`src/rtl/interval_pkg.sv`:
```
// Shared types and defaults for the interval search controller.
// FP16 scalars, FSM states and sizing defaults.
package interval_pkg;

  // fpnew_pkg::fp_format_e encoding for FP16
  localparam logic [2:0] FpFormat = 3'd2;
  localparam int WIDTH = 16;

  localparam int NUM_DEF = 8;
  localparam int LOG2N_DEF = $clog2(NUM_DEF);

  typedef enum logic [1:0] {
    IDLE,
    SEARCH,
    DONE
  } state_e;

  typedef logic [WIDTH-1:0] fp_t;

endpackage

```
`src/rtl/interval_fp_le.sv`:
```
// Combinational FP16 a <= b compare.
// NaN on either side gives false; +0 and -0 compare equal.
module interval_fp_le
  import interval_pkg::*;
(
  input  fp_t  a_i,
  input  fp_t  b_i,
  output logic le_o
);

  logic a_nan;
  logic b_nan;
  logic both_zero;
  logic mag_le;
  logic mag_ge;

  assign a_nan = (&a_i[14:10]) & (|a_i[9:0]);
  assign b_nan = (&b_i[14:10]) & (|b_i[9:0]);
  assign both_zero = ~(|a_i[14:0]) & ~(|b_i[14:0]);
  assign mag_le = a_i[14:0] <= b_i[14:0];
  assign mag_ge = a_i[14:0] >= b_i[14:0];

  // sign-magnitude: negative magnitudes order in reverse
  always_comb begin
    le_o = 1'b0;
    if (a_nan || b_nan) begin
      le_o = 1'b0;
    end else if (both_zero) begin
      le_o = 1'b1;
    end else if (a_i[15] != b_i[15]) begin
      le_o = a_i[15];
    end else if (a_i[15]) begin
      le_o = mag_ge;
    end else begin
      le_o = mag_le;
    end
  end

endmodule

```
`src/rtl/interval_search_ctrl.sv`:
```
// Binary-search interval classifier sharing one FP16 comparator.
// Define INTERVAL_HIST_EN to add per-interval saturating hit counters.
module interval_search_ctrl
  import interval_pkg::*;
#(
  parameter int NUM = NUM_DEF
`ifdef INTERVAL_HIST_EN
  ,
  parameter int CNT_W = 16
`endif
) (
  input  logic                     clk_i,
  input  logic                     rst_i,
  input  logic                     cfg_we_i,
  input  logic [$clog2(NUM)-1:0]   cfg_addr_i,
  input  fp_t                      cfg_data_i,
  output logic                     cfg_ready_o,
  input  logic                     in_valid_i,
  output logic                     in_ready_o,
  input  fp_t                      in_data_i,
  output logic                     out_valid_o,
  input  logic                     out_ready_i,
  output logic [NUM-1:0]           out_interval_o,
  output logic [$clog2(NUM)-1:0]   out_index_o
`ifdef INTERVAL_HIST_EN
  ,
  input  logic                     hist_clr_i,
  input  logic [$clog2(NUM)-1:0]   hist_sel_i,
  output logic [CNT_W-1:0]         hist_cnt_o
`endif
);

  localparam int LOG2N = $clog2(NUM);
  typedef logic [LOG2N-1:0] idx_t;

  state_e state_q;
  state_e state_d;

  fp_t  tbl_q [NUM];
  fp_t  s_q;
  idx_t k_q;
  idx_t step_q;
  idx_t cand;
  idx_t probe;
  logic le;
  logic in_hs;
  logic cfg_hs;

  assign cand  = k_q | (idx_t'(1) << step_q);
  assign probe = cand - idx_t'(1);

  interval_fp_le u_le (
    .a_i  (tbl_q[probe]),
    .b_i  (s_q),
    .le_o (le)
  );

  always_ff @(posedge clk_i) begin
    if (rst_i) begin
      state_q <= IDLE;
    end else begin
      state_q <= state_d;
    end
  end

  always_comb begin
    state_d = state_q;
    unique case (state_q)
      IDLE:    if (in_valid_i) state_d = SEARCH;
      SEARCH:  if (step_q == '0) state_d = DONE;
      DONE:    if (out_ready_i) state_d = IDLE;
      default: state_d = IDLE;
    endcase
  end

  always_comb begin
    in_ready_o  = 1'b0;
    cfg_ready_o = 1'b0;
    out_valid_o = 1'b0;
    out_index_o = '0;
    unique case (state_q)
      IDLE: begin
        in_ready_o  = 1'b1;
        cfg_ready_o = 1'b1;
      end
      DONE: begin
        out_valid_o = 1'b1;
        out_index_o = k_q;
      end
      default: ;
    endcase
  end

  assign out_interval_o = out_valid_o
    ? ({{(NUM-1){1'b0}}, 1'b1} << k_q)
    : '0;

  assign in_hs  = in_ready_o & in_valid_i;
  assign cfg_hs = cfg_ready_o & cfg_we_i
                & (cfg_addr_i < idx_t'(NUM-1));

  always_ff @(posedge clk_i) begin
    if (rst_i) begin
      s_q    <= '0;
      k_q    <= '0;
      step_q <= '0;
    end else if (in_hs) begin
      s_q    <= in_data_i;
      k_q    <= '0;
      step_q <= idx_t'(LOG2N-1);
    end else if (state_q == SEARCH) begin
      if (le) k_q <= cand;
      step_q <= step_q - idx_t'(1);
    end
  end

  // top slot is never written and never probed
  always_ff @(posedge clk_i) begin
    if (rst_i) begin
      for (int i = 0; i < NUM; i++) tbl_q[i] <= '0;
    end else if (cfg_hs) begin
      tbl_q[cfg_addr_i] <= cfg_data_i;
    end
  end

`ifdef INTERVAL_HIST_EN
  logic [CNT_W-1:0] hist_q [NUM];
  logic             out_hs;

  assign out_hs = out_valid_o & out_ready_i;

  always_ff @(posedge clk_i) begin
    if (rst_i || hist_clr_i) begin
      for (int i = 0; i < NUM; i++) hist_q[i] <= '0;
    end else if (out_hs && (hist_q[k_q] != '1)) begin
      hist_q[k_q] <= hist_q[k_q] + CNT_W'(1);
    end
  end

  assign hist_cnt_o = hist_q[hist_sel_i];
`endif

endmodule

```
`config.mk`:
```
export PLATFORM = sky130hd
export DESIGN_NAME = interval_search_ctrl
export DESIGN_NICKNAME = d
export VERILOG_FILES = /design/src/rtl/interval_pkg.sv /design/src/rtl/interval_fp_le.sv /design/src/rtl/interval_search_ctrl.sv
export SDC_FILE = /design/constraint.sdc
export NUM_CORES = 1
export LEC_CHECK = 0
export CORE_ASPECT_RATIO = 0.6
export CORE_MARGIN = 2
export CORE_UTILIZATION = 55
export DETAILED_ROUTE_END_ITERATION = 12
export DONT_BUFFER_PORTS = 1
export GPL_TIMING_DRIVEN = 1
export PLACE_DENSITY_LB_ADDON = 0.1
export SKIP_LAST_GASP = 1
export SYNTH_ARGS = -nofsm -noshare
export SYNTH_HDL_FRONTEND = slang
export SYNTH_HIERARCHICAL = 1
export SYNTH_SLANG_ARGS = --single-unit
```
`constraint.sdc`:
```
create_clock -name clk_i -period 4.8 [get_ports clk_i]
set_input_delay 0.48 -clock clk_i [delete_from_list [all_inputs] [get_ports clk_i]]
set_output_delay 0.48 -clock clk_i [all_outputs]
set_load 0.05 [all_outputs]
```
==> impl.org <==
** Layout
- The number of antenna diodes in the final layout is 0.
- In the final design database the tool counted 712 nets.
- Compared with the post-synthesis result, the final layout area differs by 11.5%.
- The post-route netlist has roughly 12% of its cells at a drive strength greater than 1.
- With fillers left out, the area of the finished cells amounts to between 8000 and 9000 sq um.

** Drt
- Detailed Route Iter0 Violations :: 377
- DRT Pass-1 Iters :: 5
- Average vias per placed instance :: 5.91
- Met3 wire len :: roughly 1300 um
- DR top layer :: met4
- Routed length per placed instance :: between 20 and 25 um
- DRC violations left :: 0
- After detailed routing, the total wire length is approximately 18000 um.
- In the final routing, the length of wire on met1 measures 8690 um.
- Once detail routing completed, the nets flagged for antenna violations numbered 0.
- Wire segments on met2 add up to about 7800 um in the final route.
- Via total after detailed routing :: roughly 5000

** Run
- Maximum Capacitance Violations :: 0

** Synthesis
- EDFF count, synth :: ~130
- Number of synthesized register bits :: 152
- Sequential elements use 57.4% of the synthesized area.
- After synthesis the cells add up to about 7500 sq um.
- Share of synthesized registers carrying an async set or reset :: 0%
- Distinct cells, synth :: 45
- YS warnings :: 6
- Main flop type after synthesis :: sky130_fd_sc_hd__edfxtp_1
- Of all cell types, the one taking the most synthesized area is sky130_fd_sc_hd__edfxtp_1.
- Top-area cell type share of the netlist area :: between 50% and 60%
- sky130_fd_sc_hd__edfxtp_1 is the most common cell in the netlist.
- In the synthesized netlist, the number of instances is 638.
- By area the synthesized netlist is led by sky130_fd_sc_hd__edfxtp_1 51%, sky130_fd_sc_hd__and2_1 9.6%, sky130_fd_sc_hd__mux2i_1 8.5%, sky130_fd_sc_hd__dfxtp_1 6.4%, sky130_fd_sc_hd__ha_1 3.3%.
- A synthesized cell averages between 10 and 15 sq um.
- By count the netlist is led by 128 x sky130_fd_sc_hd__edfxtp_1, 116 x sky130_fd_sc_hd__and2_1, 64 x sky130_fd_sc_hd__mux2i_1.

** Power
- After layout, the design draws a total of 0.00385 W.
- The analysis attributes to cell leakage a power of 3.31 nW.
- P per Cell Area :: approximately 460 nW/um^2
- Max IR drop VDD :: around 0.00023 V

** Setup path
- Walking the worst path, the cells encountered are inv_1 > ha_1 > and2b_1 > nor2_1 > ha_4 > buf_12 > mux2i_1 > nand3_1 > a22oi_1 > a221oi_2 > ha_1 > a21oi_2 > o21ai_1 > a221o_1 > or3_1 > a41oi_2 > a21oi_1 > nor3_1.
- CP dominant cell by count :: sky130_fd_sc_hd__ha_1
- Arrival time at the worst endpoint :: around 4.8 ns
- For the worst setup path, the data required time is about 5.1 ns.
- Along the worst path, the maximum fanout reaches 38.
- The worst setup path is captured at a flip-flop.
- In this run the critical register-to-register path is launched from step_q[0].
- The most critical setup path has its startpoint at step_q[0].
- Setup slack, reg-to-reg :: 0.33 ns
- The worst setup path is of the flip-flop to flip-flop kind.
- The worst setup path is launched from a flip-flop.
- The largest individual stage delay along the critical path comes from the cell sky130_fd_sc_hd__dfxtp_1.
- Stage delay of the slowest cell on the critical path :: about 0.39 ns

** STA
- Setup repair after global routing left no endpoint under its margin.
- Share of the cycle needed by the critical path after routing :: 93.1%
- Slew HR :: a little over 20%
- Number of endpoints failing setup at the final stage :: 0
- The number of hold-slack violations in the final timing report is 0.
- Fin crit period :: roughly 4.5 ns
- On the final layout, the worst hold slack is between 0.1 and 0.15 ns.
- At the pin with the least slew margin, the transition time is approximately 1.2 ns.
- The number of pins exceeding their max-slew limit in the final report came to 0.
- Worst-case clock skew :: roughly 0.011 ns
- Final TNS setup :: 0 ns
- Max Clock Freq :: roughly 0.22 GHz

** Outcome
- Outcome :: finished clean

** Floorplanning
- Floorplan core area :: ~14000 sq um
- For this design the top-level I/O count stands at 54.
- The die is 94.7 um tall.
- Starting Density :: around 56%
- The die covers ~15000 sq um.
- Die span in x :: 155 um
- The initialized floorplan defines 33 standard-cell rows.

** GRT
- The first global-routing pass estimated 27200 um of wire.
- For this run, the total global-route usage over all layers was measured as between 20 and 30%.
- After global routing the overflow that remains totals 0.
- Maximum number of pins on one net before global-route repair :: 45
- The via count of the first global-routing pass was 4771.
- The initial antenna violation count was 1.

** Placed design
- Quantity of I/O buffers inserted on ports :: 0
- Routability-driven placement finished with a final weighted congestion of between 0.8 and 0.9.
- DP Wirelength :: between 10000 and 15000 um
- Summing all placed instances gives a cell area of 7800 sq um.

** Clock tree
- CTS saw between 150 and 200 sinks.
- The cell sitting at the root of the clock tree is a sky130_fd_sc_hd__clkbuf_16.
- Worst-Skew Late Latency :: approximately 0.42 ns
- Post-CTS setup buffers :: 0
- The H-tree generated during clock tree synthesis spans 4 levels.
- CTS max path bufs :: 2
- Clock transition time at the flip-flop clock pins of the worst setup and hold paths :: roughly 0.070 ns
- Clock tree from TritonCTS :: yes
- Counting the buffers created by CTS gives 17.

** Min path
- The path class of the tightest hold or removal check is input pin to flip-flop.
- The startpoint identified for the worst hold timing path is rst_i.
-- repair_timing --
action | 4_1_cts | 5_1_grt
gates resized for setup | 0 | 2
setup endpoints to repair | 0 | 3
hold buffers | 0 | 0
-- cells by family after synthesis --
| group | Yosys count | share of synthesized area, % |
|---|---|---|
| AND/OR/NAND/NOR | 247 | 18.2 |
| flip-flops | 152 | 57.4 |
| AO/OA/AOI/OAI | 91 | 8.76 |
| multiplexers | 64 | 8.50 |
| buffers and inverters | 61 | 3.60 |
| adder cells (fa/ha/maj) | 20 | 3.32 |
| XOR/XNOR | 2 | 0.232 |
| other | 1 | 0.0497 |
-- path summary, 6_finish.rpt --
| kind | end | depth (start not counted) |
|---|---|---|
| worst max-delay path | k_q[0] | 18 |
| worst min-delay path | state_q[1] | 1 |
| worst max register to register | k_q[0] | 18 |
| worst min register to register | s_q[3] | 2 |
-- stage by stage --
| stage | setup WS, ns | instances | util [%] |
|---|---|---|---|
| global placement | 0.352 | 808 | 57.8 |
| CTS | 0.183 | 840 | 62.2 |
| global route | 0.0440 | 840 | 62.2 |
| detailed placement | 0.208 | 808 | 57.8 |
| floorplan | 0.502 | 653 | - |
| finish | 0.333 | 840 | 62.2 |
-- worst max-delay path, delay by kind of cell (launching register included) --
kind | cells | cell delay (ns)
and+or+nand+nor | 5 | 1.00
adders and majority gates | 3 | 0.97
AOI/OAI and AO/OA | 7 | 1.38
buffers and inverters | 2 | 0.42
DFF | 1 | 0.39
muxes | 1 | 0.23
-- sequential cells by signal (all words and copies together) (netlist names) --
register  count
k_q           3
s_q          16
state_q       2
step_q        3
tbl_q       128
-- where the power goes --
group          total [W]  switching, W  internal (W)
logic           0.000987      0.000599      0.000389
registers        0.00153     0.0000300       0.00150
clock network    0.00134      0.000558      0.000779
-- placed cells by master, fill, tap and decap left out, types with 3 or more instances in the layout --
cell type	instances
sky130_fd_sc_hd__a21oi_1	26
sky130_fd_sc_hd__a221oi_1	7
sky130_fd_sc_hd__a221oi_2	10
sky130_fd_sc_hd__a22oi_1	17
sky130_fd_sc_hd__and2_1	115
sky130_fd_sc_hd__buf_4	16
sky130_fd_sc_hd__clkbuf_16	17
sky130_fd_sc_hd__clkinvlp_4	3
sky130_fd_sc_hd__conb_1	16
sky130_fd_sc_hd__dfxtp_1	24
sky130_fd_sc_hd__edfxtp_1	128
sky130_fd_sc_hd__ha_1	19
sky130_fd_sc_hd__inv_1	22
sky130_fd_sc_hd__inv_6	7
sky130_fd_sc_hd__mux2i_1	64
sky130_fd_sc_hd__nand2_1	45
sky130_fd_sc_hd__nand2b_1	7
sky130_fd_sc_hd__nand3_1	20
sky130_fd_sc_hd__nand4_1	5
sky130_fd_sc_hd__nor2_1	19
sky130_fd_sc_hd__nor3_1	8
sky130_fd_sc_hd__nor4_1	6
sky130_fd_sc_hd__o21ai_0	21
sky130_fd_sc_hd__or2_2	7
sky130_fd_sc_hd__or3_1	4
-- cell type report --
type	instances	area (sq um)
clock buffer	18	429
clock inverter	14	161
fill	1058	5100
inverter	23	86.3
multi-input combinational	440	3020
sequential	152	4320
tap	175	219
timing repair buffer	18	160
-- routing by layer --
layer	vias to the layer above	global-route usage, %
li1	2315	-
met1	2435	38.2
met5	-	0
met3	23	7.07
met4	0	6.71
met2	192	36.9
No activity file was read; power rests on OpenSTA's default activity.
